## src/rtl/mem_miss_arbiter_pkg.sv

```systemverilog
// Shared types and block-geometry constants for the memory miss arbiter.
// The state encoding is used by the top and by the bench.
package mem_miss_arbiter_pkg;

  localparam int WORDS_PER_BLK = 8;
  localparam int BLK_OFFSET_W  = 4;

  typedef enum logic [2:0] {
    IDLE,
    FILL_I,
    FILL_D,
    DONE_I,
    DONE_D,
    WRITE
  } state_t;

endpackage

```

## src/rtl/mem_miss_arbiter_if.sv

```systemverilog
// Cache-side request/fill signals and the memory port, grouped into one bundle.
// The master modport is the arbiter; the slave modport is the caches plus memory.
interface mem_miss_arbiter_if #(
  parameter int ADDR_W = 16
);

  logic              i_miss;
  logic [ADDR_W-1:0] i_miss_addr;
  logic              d_miss;
  logic [ADDR_W-1:0] d_miss_addr;
  logic              d_wr_req;
  logic [ADDR_W-1:0] d_wr_addr;
  logic [15:0]       d_wr_data;

  logic              mem_en;
  logic              mem_wr;
  logic [ADDR_W-1:0] mem_addr;
  logic [15:0]       mem_data_in;
  logic [15:0]       mem_data_out;
  logic              mem_data_valid;

  logic              fill_we_i;
  logic              fill_we_d;
  logic [2:0]        fill_word;
  logic [15:0]       fill_data;
  logic              fill_done_i;
  logic              fill_done_d;
  logic              d_wr_done;
  logic              busy;

  modport master (
    input  i_miss, i_miss_addr, d_miss, d_miss_addr,
    input  d_wr_req, d_wr_addr, d_wr_data,
    input  mem_data_out, mem_data_valid,
    output mem_en, mem_wr, mem_addr, mem_data_in,
    output fill_we_i, fill_we_d, fill_word, fill_data,
    output fill_done_i, fill_done_d, d_wr_done, busy
  );

  modport slave (
    output i_miss, i_miss_addr, d_miss, d_miss_addr,
    output d_wr_req, d_wr_addr, d_wr_data,
    output mem_data_out, mem_data_valid,
    input  mem_en, mem_wr, mem_addr, mem_data_in,
    input  fill_we_i, fill_we_d, fill_word, fill_data,
    input  fill_done_i, fill_done_d, d_wr_done, busy
  );

endinterface

```

## src/rtl/mem_miss_arbiter_word_counter.sv

```systemverilog
// Small up-counter with synchronous clear (clear wins) and async reset.
// Used for both the read-issue count and the returned-beat count.
module word_counter #(
  parameter int CNT_W = 4
) (
  input  logic             clk,
  input  logic             rst,
  input  logic             clr,
  input  logic             inc,
  output logic [CNT_W-1:0] cnt
);

  always_ff @(posedge clk or posedge rst) begin
    if (rst)
      cnt <= '0;
    else if (clr)
      cnt <= '0;
    else if (inc)
      cnt <= cnt + 1'b1;
  end

endmodule

```

## src/rtl/mem_miss_arbiter.sv

```systemverilog
// Arbitrates I-miss fills, D-miss fills and D write-through stores onto the
// single multicycle memory port, streaming returned fill words into the caches.
module mem_miss_arbiter
  import mem_miss_arbiter_pkg::*;
#(
  parameter int ADDR_W = 16,
  parameter int CNT_W  = 4
) (
  input logic                clk,
  input logic                rst,
  mem_miss_arbiter_if.master bus
);

  localparam logic [CNT_W-1:0] BLK_FULL = CNT_W'(WORDS_PER_BLK);
  localparam logic [CNT_W-1:0] BLK_LAST = CNT_W'(WORDS_PER_BLK - 1);

  state_t            state;
  state_t            state_nxt;
  logic [ADDR_W-1:0] base_addr;
  logic [ADDR_W-1:0] wr_addr;
  logic [15:0]       wr_data;
  logic [CNT_W-1:0]  issue_cnt;
  logic [CNT_W-1:0]  rcv_cnt;

  logic filling;
  logic issuing;
  logic beat;
  logic last_beat;

  assign filling   = (state == FILL_I) || (state == FILL_D);
  assign issuing   = filling && (issue_cnt < BLK_FULL);
  assign beat      = filling && bus.mem_data_valid && (rcv_cnt != BLK_FULL);
  assign last_beat = beat && (rcv_cnt == BLK_LAST);

  word_counter #(.CNT_W(CNT_W)) u_issue_cnt (
    .clk (clk),
    .rst (rst),
    .clr (last_beat),
    .inc (issuing),
    .cnt (issue_cnt)
  );

  word_counter #(.CNT_W(CNT_W)) u_rcv_cnt (
    .clk (clk),
    .rst (rst),
    .clr (last_beat),
    .inc (beat),
    .cnt (rcv_cnt)
  );

  always_ff @(posedge clk or posedge rst) begin
    if (rst)
      state <= IDLE;
    else
      state <= state_nxt;
  end

  // Request latches follow the same priority as the IDLE decision below.
  always_ff @(posedge clk or posedge rst) begin
    if (rst) begin
      base_addr <= '0;
      wr_addr   <= '0;
      wr_data   <= '0;
    end else if (state == IDLE) begin
      if (bus.d_miss)
        base_addr <= {bus.d_miss_addr[ADDR_W-1:BLK_OFFSET_W], {BLK_OFFSET_W{1'b0}}};
      else if (bus.d_wr_req) begin
        wr_addr <= bus.d_wr_addr;
        wr_data <= bus.d_wr_data;
      end else if (bus.i_miss)
        base_addr <= {bus.i_miss_addr[ADDR_W-1:BLK_OFFSET_W], {BLK_OFFSET_W{1'b0}}};
    end
  end

  always_comb begin
    state_nxt = state;
    case (state)
      IDLE: begin
        if (bus.d_miss)
          state_nxt = FILL_D;
        else if (bus.d_wr_req)
          state_nxt = WRITE;
        else if (bus.i_miss)
          state_nxt = FILL_I;
      end
      FILL_I:  if (last_beat) state_nxt = DONE_I;
      FILL_D:  if (last_beat) state_nxt = DONE_D;
      DONE_I:  state_nxt = IDLE;
      DONE_D:  state_nxt = IDLE;
      WRITE:   state_nxt = IDLE;
      default: state_nxt = IDLE;
    endcase
  end

  // Fill strobes follow the returned beat in the same cycle so the cache
  // captures fill_data, which is the memory read bus passed straight through.
  always_comb begin
    bus.mem_en      = 1'b0;
    bus.mem_wr      = 1'b0;
    bus.mem_addr    = '0;
    bus.mem_data_in = '0;
    bus.fill_we_i   = 1'b0;
    bus.fill_we_d   = 1'b0;
    bus.fill_word   = '0;
    bus.fill_done_i = 1'b0;
    bus.fill_done_d = 1'b0;
    bus.d_wr_done   = 1'b0;
    bus.busy        = (state != IDLE);
    case (state)
      FILL_I, FILL_D: begin
        if (issuing) begin
          bus.mem_en   = 1'b1;
          bus.mem_addr = {base_addr[ADDR_W-1:BLK_OFFSET_W], issue_cnt[2:0], 1'b0};
        end
        bus.fill_word = rcv_cnt[2:0];
        bus.fill_we_i = beat && (state == FILL_I);
        bus.fill_we_d = beat && (state == FILL_D);
      end
      DONE_I: bus.fill_done_i = 1'b1;
      DONE_D: bus.fill_done_d = 1'b1;
      WRITE: begin
        bus.mem_en      = 1'b1;
        bus.mem_wr      = 1'b1;
        bus.mem_addr    = wr_addr;
        bus.mem_data_in = wr_data;
        bus.d_wr_done   = 1'b1;
      end
      default: ;
    endcase
  end

  assign bus.fill_data = bus.mem_data_out;

endmodule

```

## src/flat_wrapper.sv

```systemverilog
// flat-port wrapper written by rule: the top's interface ports become plain ports
module mem_miss_arbiter_flat import mem_miss_arbiter_pkg::*;
#(
  parameter int ADDR_W = 16,
  parameter int CNT_W  = 4
)
  (clk, rst, bus_i_miss, bus_i_miss_addr, bus_d_miss, bus_d_miss_addr, bus_d_wr_req, bus_d_wr_addr, bus_d_wr_data, bus_mem_data_out, bus_mem_data_valid, bus_mem_en, bus_mem_wr, bus_mem_addr, bus_mem_data_in, bus_fill_we_i, bus_fill_we_d, bus_fill_word, bus_fill_data, bus_fill_done_i, bus_fill_done_d, bus_d_wr_done, bus_busy);
  mem_miss_arbiter_if #(.ADDR_W(ADDR_W)) bus_i ();
  input logic clk;
  input logic rst;
  input wire logic [$bits(bus_i.i_miss)-1:0] bus_i_miss;
  input wire logic [$bits(bus_i.i_miss_addr)-1:0] bus_i_miss_addr;
  input wire logic [$bits(bus_i.d_miss)-1:0] bus_d_miss;
  input wire logic [$bits(bus_i.d_miss_addr)-1:0] bus_d_miss_addr;
  input wire logic [$bits(bus_i.d_wr_req)-1:0] bus_d_wr_req;
  input wire logic [$bits(bus_i.d_wr_addr)-1:0] bus_d_wr_addr;
  input wire logic [$bits(bus_i.d_wr_data)-1:0] bus_d_wr_data;
  input wire logic [$bits(bus_i.mem_data_out)-1:0] bus_mem_data_out;
  input wire logic [$bits(bus_i.mem_data_valid)-1:0] bus_mem_data_valid;
  output wire logic [$bits(bus_i.mem_en)-1:0] bus_mem_en;
  output wire logic [$bits(bus_i.mem_wr)-1:0] bus_mem_wr;
  output wire logic [$bits(bus_i.mem_addr)-1:0] bus_mem_addr;
  output wire logic [$bits(bus_i.mem_data_in)-1:0] bus_mem_data_in;
  output wire logic [$bits(bus_i.fill_we_i)-1:0] bus_fill_we_i;
  output wire logic [$bits(bus_i.fill_we_d)-1:0] bus_fill_we_d;
  output wire logic [$bits(bus_i.fill_word)-1:0] bus_fill_word;
  output wire logic [$bits(bus_i.fill_data)-1:0] bus_fill_data;
  output wire logic [$bits(bus_i.fill_done_i)-1:0] bus_fill_done_i;
  output wire logic [$bits(bus_i.fill_done_d)-1:0] bus_fill_done_d;
  output wire logic [$bits(bus_i.d_wr_done)-1:0] bus_d_wr_done;
  output wire logic [$bits(bus_i.busy)-1:0] bus_busy;
  assign bus_i.i_miss = bus_i_miss;
  assign bus_i.i_miss_addr = bus_i_miss_addr;
  assign bus_i.d_miss = bus_d_miss;
  assign bus_i.d_miss_addr = bus_d_miss_addr;
  assign bus_i.d_wr_req = bus_d_wr_req;
  assign bus_i.d_wr_addr = bus_d_wr_addr;
  assign bus_i.d_wr_data = bus_d_wr_data;
  assign bus_i.mem_data_out = bus_mem_data_out;
  assign bus_i.mem_data_valid = bus_mem_data_valid;
  assign bus_mem_en = bus_i.mem_en;
  assign bus_mem_wr = bus_i.mem_wr;
  assign bus_mem_addr = bus_i.mem_addr;
  assign bus_mem_data_in = bus_i.mem_data_in;
  assign bus_fill_we_i = bus_i.fill_we_i;
  assign bus_fill_we_d = bus_i.fill_we_d;
  assign bus_fill_word = bus_i.fill_word;
  assign bus_fill_data = bus_i.fill_data;
  assign bus_fill_done_i = bus_i.fill_done_i;
  assign bus_fill_done_d = bus_i.fill_done_d;
  assign bus_d_wr_done = bus_i.d_wr_done;
  assign bus_busy = bus_i.busy;
  mem_miss_arbiter #(.ADDR_W(ADDR_W), .CNT_W(CNT_W)) u_core (.clk(clk), .rst(rst), .bus(bus_i));
endmodule
```

## config.mk

```make
export PLATFORM = sky130hd
export DESIGN_NAME = mem_miss_arbiter_flat
export DESIGN_NICKNAME = d
export VERILOG_FILES = /design/src/rtl/mem_miss_arbiter_pkg.sv /design/src/rtl/mem_miss_arbiter_if.sv /design/src/rtl/mem_miss_arbiter_word_counter.sv /design/src/rtl/mem_miss_arbiter.sv /design/src/flat_wrapper.sv
export SDC_FILE = /design/constraint.sdc
export NUM_CORES = 1
export LEC_CHECK = 0
export CELL_PAD_IN_SITES_DETAIL_PLACEMENT = 1
export CELL_PAD_IN_SITES_GLOBAL_PLACEMENT = 1
export CORE_UTILIZATION = 25
export CTS_BUF_LIST = sky130_fd_sc_hd__clkbuf_8 sky130_fd_sc_hd__clkbuf_16
export CTS_CLUSTER_DIAMETER = 50
export DETAILED_ROUTE_END_ITERATION = 7
export MAX_ROUTING_LAYER = met4
export PLACE_DENSITY = 0.79
export SETUP_SLACK_MARGIN = 0.1
export SLEW_MARGIN = 25
export SYNTH_ARGS = -nofsm -noshare
export SYNTH_HDL_FRONTEND = slang
export SYNTH_SLANG_ARGS = --single-unit
```

## constraint.sdc

```tcl
create_clock -name clk -period 2.1 [get_ports clk]
set_input_delay 0.315 -clock clk [delete_from_list [all_inputs] [get_ports clk]]
set_output_delay 0.315 -clock clk [all_outputs]
set_load 0.02 [all_outputs]
```

==> metrics.md <==
| Metric | Value |
|---|---|
| Net count after synthesis | 332 |
| Main synth FF type | dfrtp_1 |
| Critical path type | flip-flop to output pin |
| GR peak layer | met2 |
| Detailed Routing Iterations Pass 1 | 4 |
| R2r worst-path depth | 4 |
| Final worst slack | 0.1113 ns |
| Number of synthesized flops with an enable pin | 0 |
| Clk_lat worst skew | 0.29 ns |
| Total power | 5.674 mW |
| Startpoint type of the worst setup path | flip-flop |
| GRT met3 Usage | 3.618% |
| Final hold vios | 0 |
| Ports | 145 |
| Max Cap Viol | 0 |
| Critical path endpoint category | output pin |
| Clock sinks | 55 |
| Setup TNS | 0 ns |
| DRC errors left | 0 |
| RSZ-0062 raised after global routing | yes |
| Dominant cell type by area after synthesis | dfrtp_1 |
| First-pass GRT wire length | 13,530 µm |
| Clk buf depth | 2 |
| Crit path largest cell delay | 0.44 ns |
| Initial antenna violation count | 0 |
| Final wirelength | 8589 µm |
| Largest net degree at the start of global routing | 56 |
| Placed cell areas | 4208 µm² |
| Most frequent cells in the layout | 61 x clkdlybuf4s50_1, 52 x dfrtp_1, 30 x mux2_4 |
| Hold Buf Count CTS | 0 |
| Flops & latches, synth | 55 |
| Final Max Slew Viols | 0 |
| WP data required | 1.78 ns |
| CTS Buf Count | 5 |
| Share of layout cells above drive strength 1 | 41.81% |
| Vias in the first global route | 2,613 |
| Cells after Synth | 243 |
| Worst-path fanout max | 18 |
| F_max | 502.8 MHz |
| Slew headroom | 76.71% |
| Met2 usage | 24.47% |
| Ranking of synthesized cells by area | dfrtp_1 45%, mux2_4 15%, mux2_2 11%, a22o_1 4.3%, buf_4 4.2% |
| LEAKAGE | 2.078 nW |
| Via count | 2,320 |
| H-tree levels | 2 |
| DR vias/cell | 4.668 |
| Synthesized cell area | 3052 µm² |
| Routability congestion estimate | 0.7257 |
| Setup violators final | 0 |
| Filler Cell Count | 1,247 |
| Yosys cell types | 38 |
| Routed wire per std cell | 17.28 µm |
| Buf+Inv Stages, Crit Path | 2 |
| Die area | 12,650 µm² |
| Initial Utilization | 26.17% |
| # rows | 39 |
| Worst Tran Pin Value | 0.3494 ns |
| Status | finished clean |
| Layout Skew | 0.006535 ns |
| Gr ovfl total | 0 |
| DPL Wire Length | 5891 µm |
| DIE HEIGHT | 112.5 µm |
| Top delay family on crit path | simple AND/OR/NAND/NOR gates |
| Period minus WS final | 1.989 ns |
| Peak supply drop | 0.3506 mV |
| Register area share after synthesis | 45.10% |
| Synth Area per Inst | 12.56 µm² |
| Met1 usage | 16.60% |
| Worst min path class | input port to asynchronous set/reset pin |
| Critical path depth | 4 |
| GRT Util Overall | 14.11% |
| PD cells | 1254 nW/µm² |
| Core box area | 11,660 µm² |
| Post-route ant nets | 0 |
| Crit path arrival time | 1.67 ns |
| Diode count | 0 |
| Synth warnings | 0 |
| Slowest CP cell | dfrtp_2 |
| Area Overhead vs Synth | 48.26% |
| Final net count | 442 |
| Fin crit share | 94.70% |
| Die width | 112.5 µm |
| Reg clk slew, reported paths | 0.07 ns |
| Yosys top cell area share | 45.10% |
| Finished Cell Area | 4524 µm² |
| Root Driver | clkbuf_16 |
| Most common cell after layout, fill and taps aside | clkdlybuf4s50_1 |
| PortBufs | 104 |
| Iter 0 DRT Violations | 140 |
| FFs w/ async S/R, synth | 100.0% |
| Worst-path cell chain | and3b_2, buf_12, and2_1, clkdlybuf4s15_2 |
| Pre-CTS setup slack | -0.1543 ns |
| CTS tree | done |
==> area by class of cell <==
type                    count  area [µm²]  area share [%]
well taps                 143       178.9           3.955
repair buffers            137        1380           30.50
inverters                   7       26.28          0.5808
multi-input cells         147        1421           31.42
clock buffers               5       125.1           2.765
clock inverters             3       12.51          0.2765
flip-flops and latches     55        1380           30.50
==> path summary, 6_finish.rpt <==
| kind | from | to | slack (ns) |
|---|---|---|---|
| worst max-delay path | u_core.state[1]$_DFFE_PP0P_ | bus_mem_data_in[14] | 0.11 |
| worst min-delay path | rst | u_core.wr_addr[1]$_DFFE_PP0P_ | 0.38 |
| worst max register to register | u_core.state[0]$_DFFE_PP0P_ | u_core.wr_data[11]$_DFFE_PP0P_ | 0.20 |
| worst min register to register | u_core.wr_data[14]$_DFFE_PP0P_ | u_core.wr_data[14]$_DFFE_PP0P_ | 0.50 |
| max in group asynchronous | rst | u_core.wr_addr[5]$_DFFE_PP0P_ | 1.40 |
| min in group clk | u_core.wr_data[14]$_DFFE_PP0P_ | u_core.wr_data[14]$_DFFE_PP0P_ | 0.50 |
==> metrics by stage <==
stage	utilization, %	instances	hold slack (ns)
floorplan	-	243	0.4635
global placement	36.08	476	0.4843
detailed placement	36.08	476	0.4879
CTS	38.29	492	0.4279
global route	38.79	497	0.4367
finish	38.79	497	0.3780
==> synth_stat cells, types with 4 or more instances <==
cell and number:
dfrtp_1 55, mux2_4 30, mux2_2 29, and2_1 18, buf_4 17, a22o_1 15
nor3_1 10, clkbuf_1 7, inv_1 7, nor2_1 5, a21oi_1 4, buf_2 4
nand2_1 4
==> what timing repair did <==
item / in CTS / in global routing
gates cloned: 1 / 2
resized for setup: 165 / 13
setup buffers: 7 / 3
endpoints found under the setup margin: 42 / 51
endpoints found under the hold margin: 0 / 0
pin swaps: 10 / 4
==> worst reg2reg max path: stages (launching register included) <==
cell and delay [ns]:
dfrtp_2 0.45, or3_4 0.40, or3b_4 0.41, buf_12 0.19, mux2_4 0.34
==> report_power, final <==
group,switching [mW],internal (mW)
clock,0.369,0.433
sequential,0.377,1.60
combinational,1.19,1.70
==> sequential cells by signal, summed over array words and instances, names as in the netlist <==
| register | cells |
|---|---|
| u_core.wr_addr | 16 |
| u_core.wr_data | 16 |
| u_core.base_addr | 12 |
| u_core.u_issue_cnt.cnt | 4 |
| u_core.u_rcv_cnt.cnt | 4 |
| u_core.state | 3 |
==> kinds of logic (layout without fill, tap and decap cells) <==
family / count (synthesis) / in the layout / synth area share [%]
AO/OA/AOI/OAI: 26 / 26 / 6.765
XOR/XNOR: 1 / 1 / 0.2871
adder cells (fa/ha/maj): 3 / 3 / 1.230
buffers and inverters: 41 / 152 / 9.389
flip-flops: 55 / 55 / 45.10
multiplexers: 61 / 61 / 26.12
AND/OR/NAND/NOR: 56 / 56 / 11.11
==> layer usage <==
layer	vias up	routed length, µm
met5	-	0
met4	0	39
met3	4	482
met2	76	4419
met1	1186	3647
li1	1054	-
(Power assumes the default switching activity.)
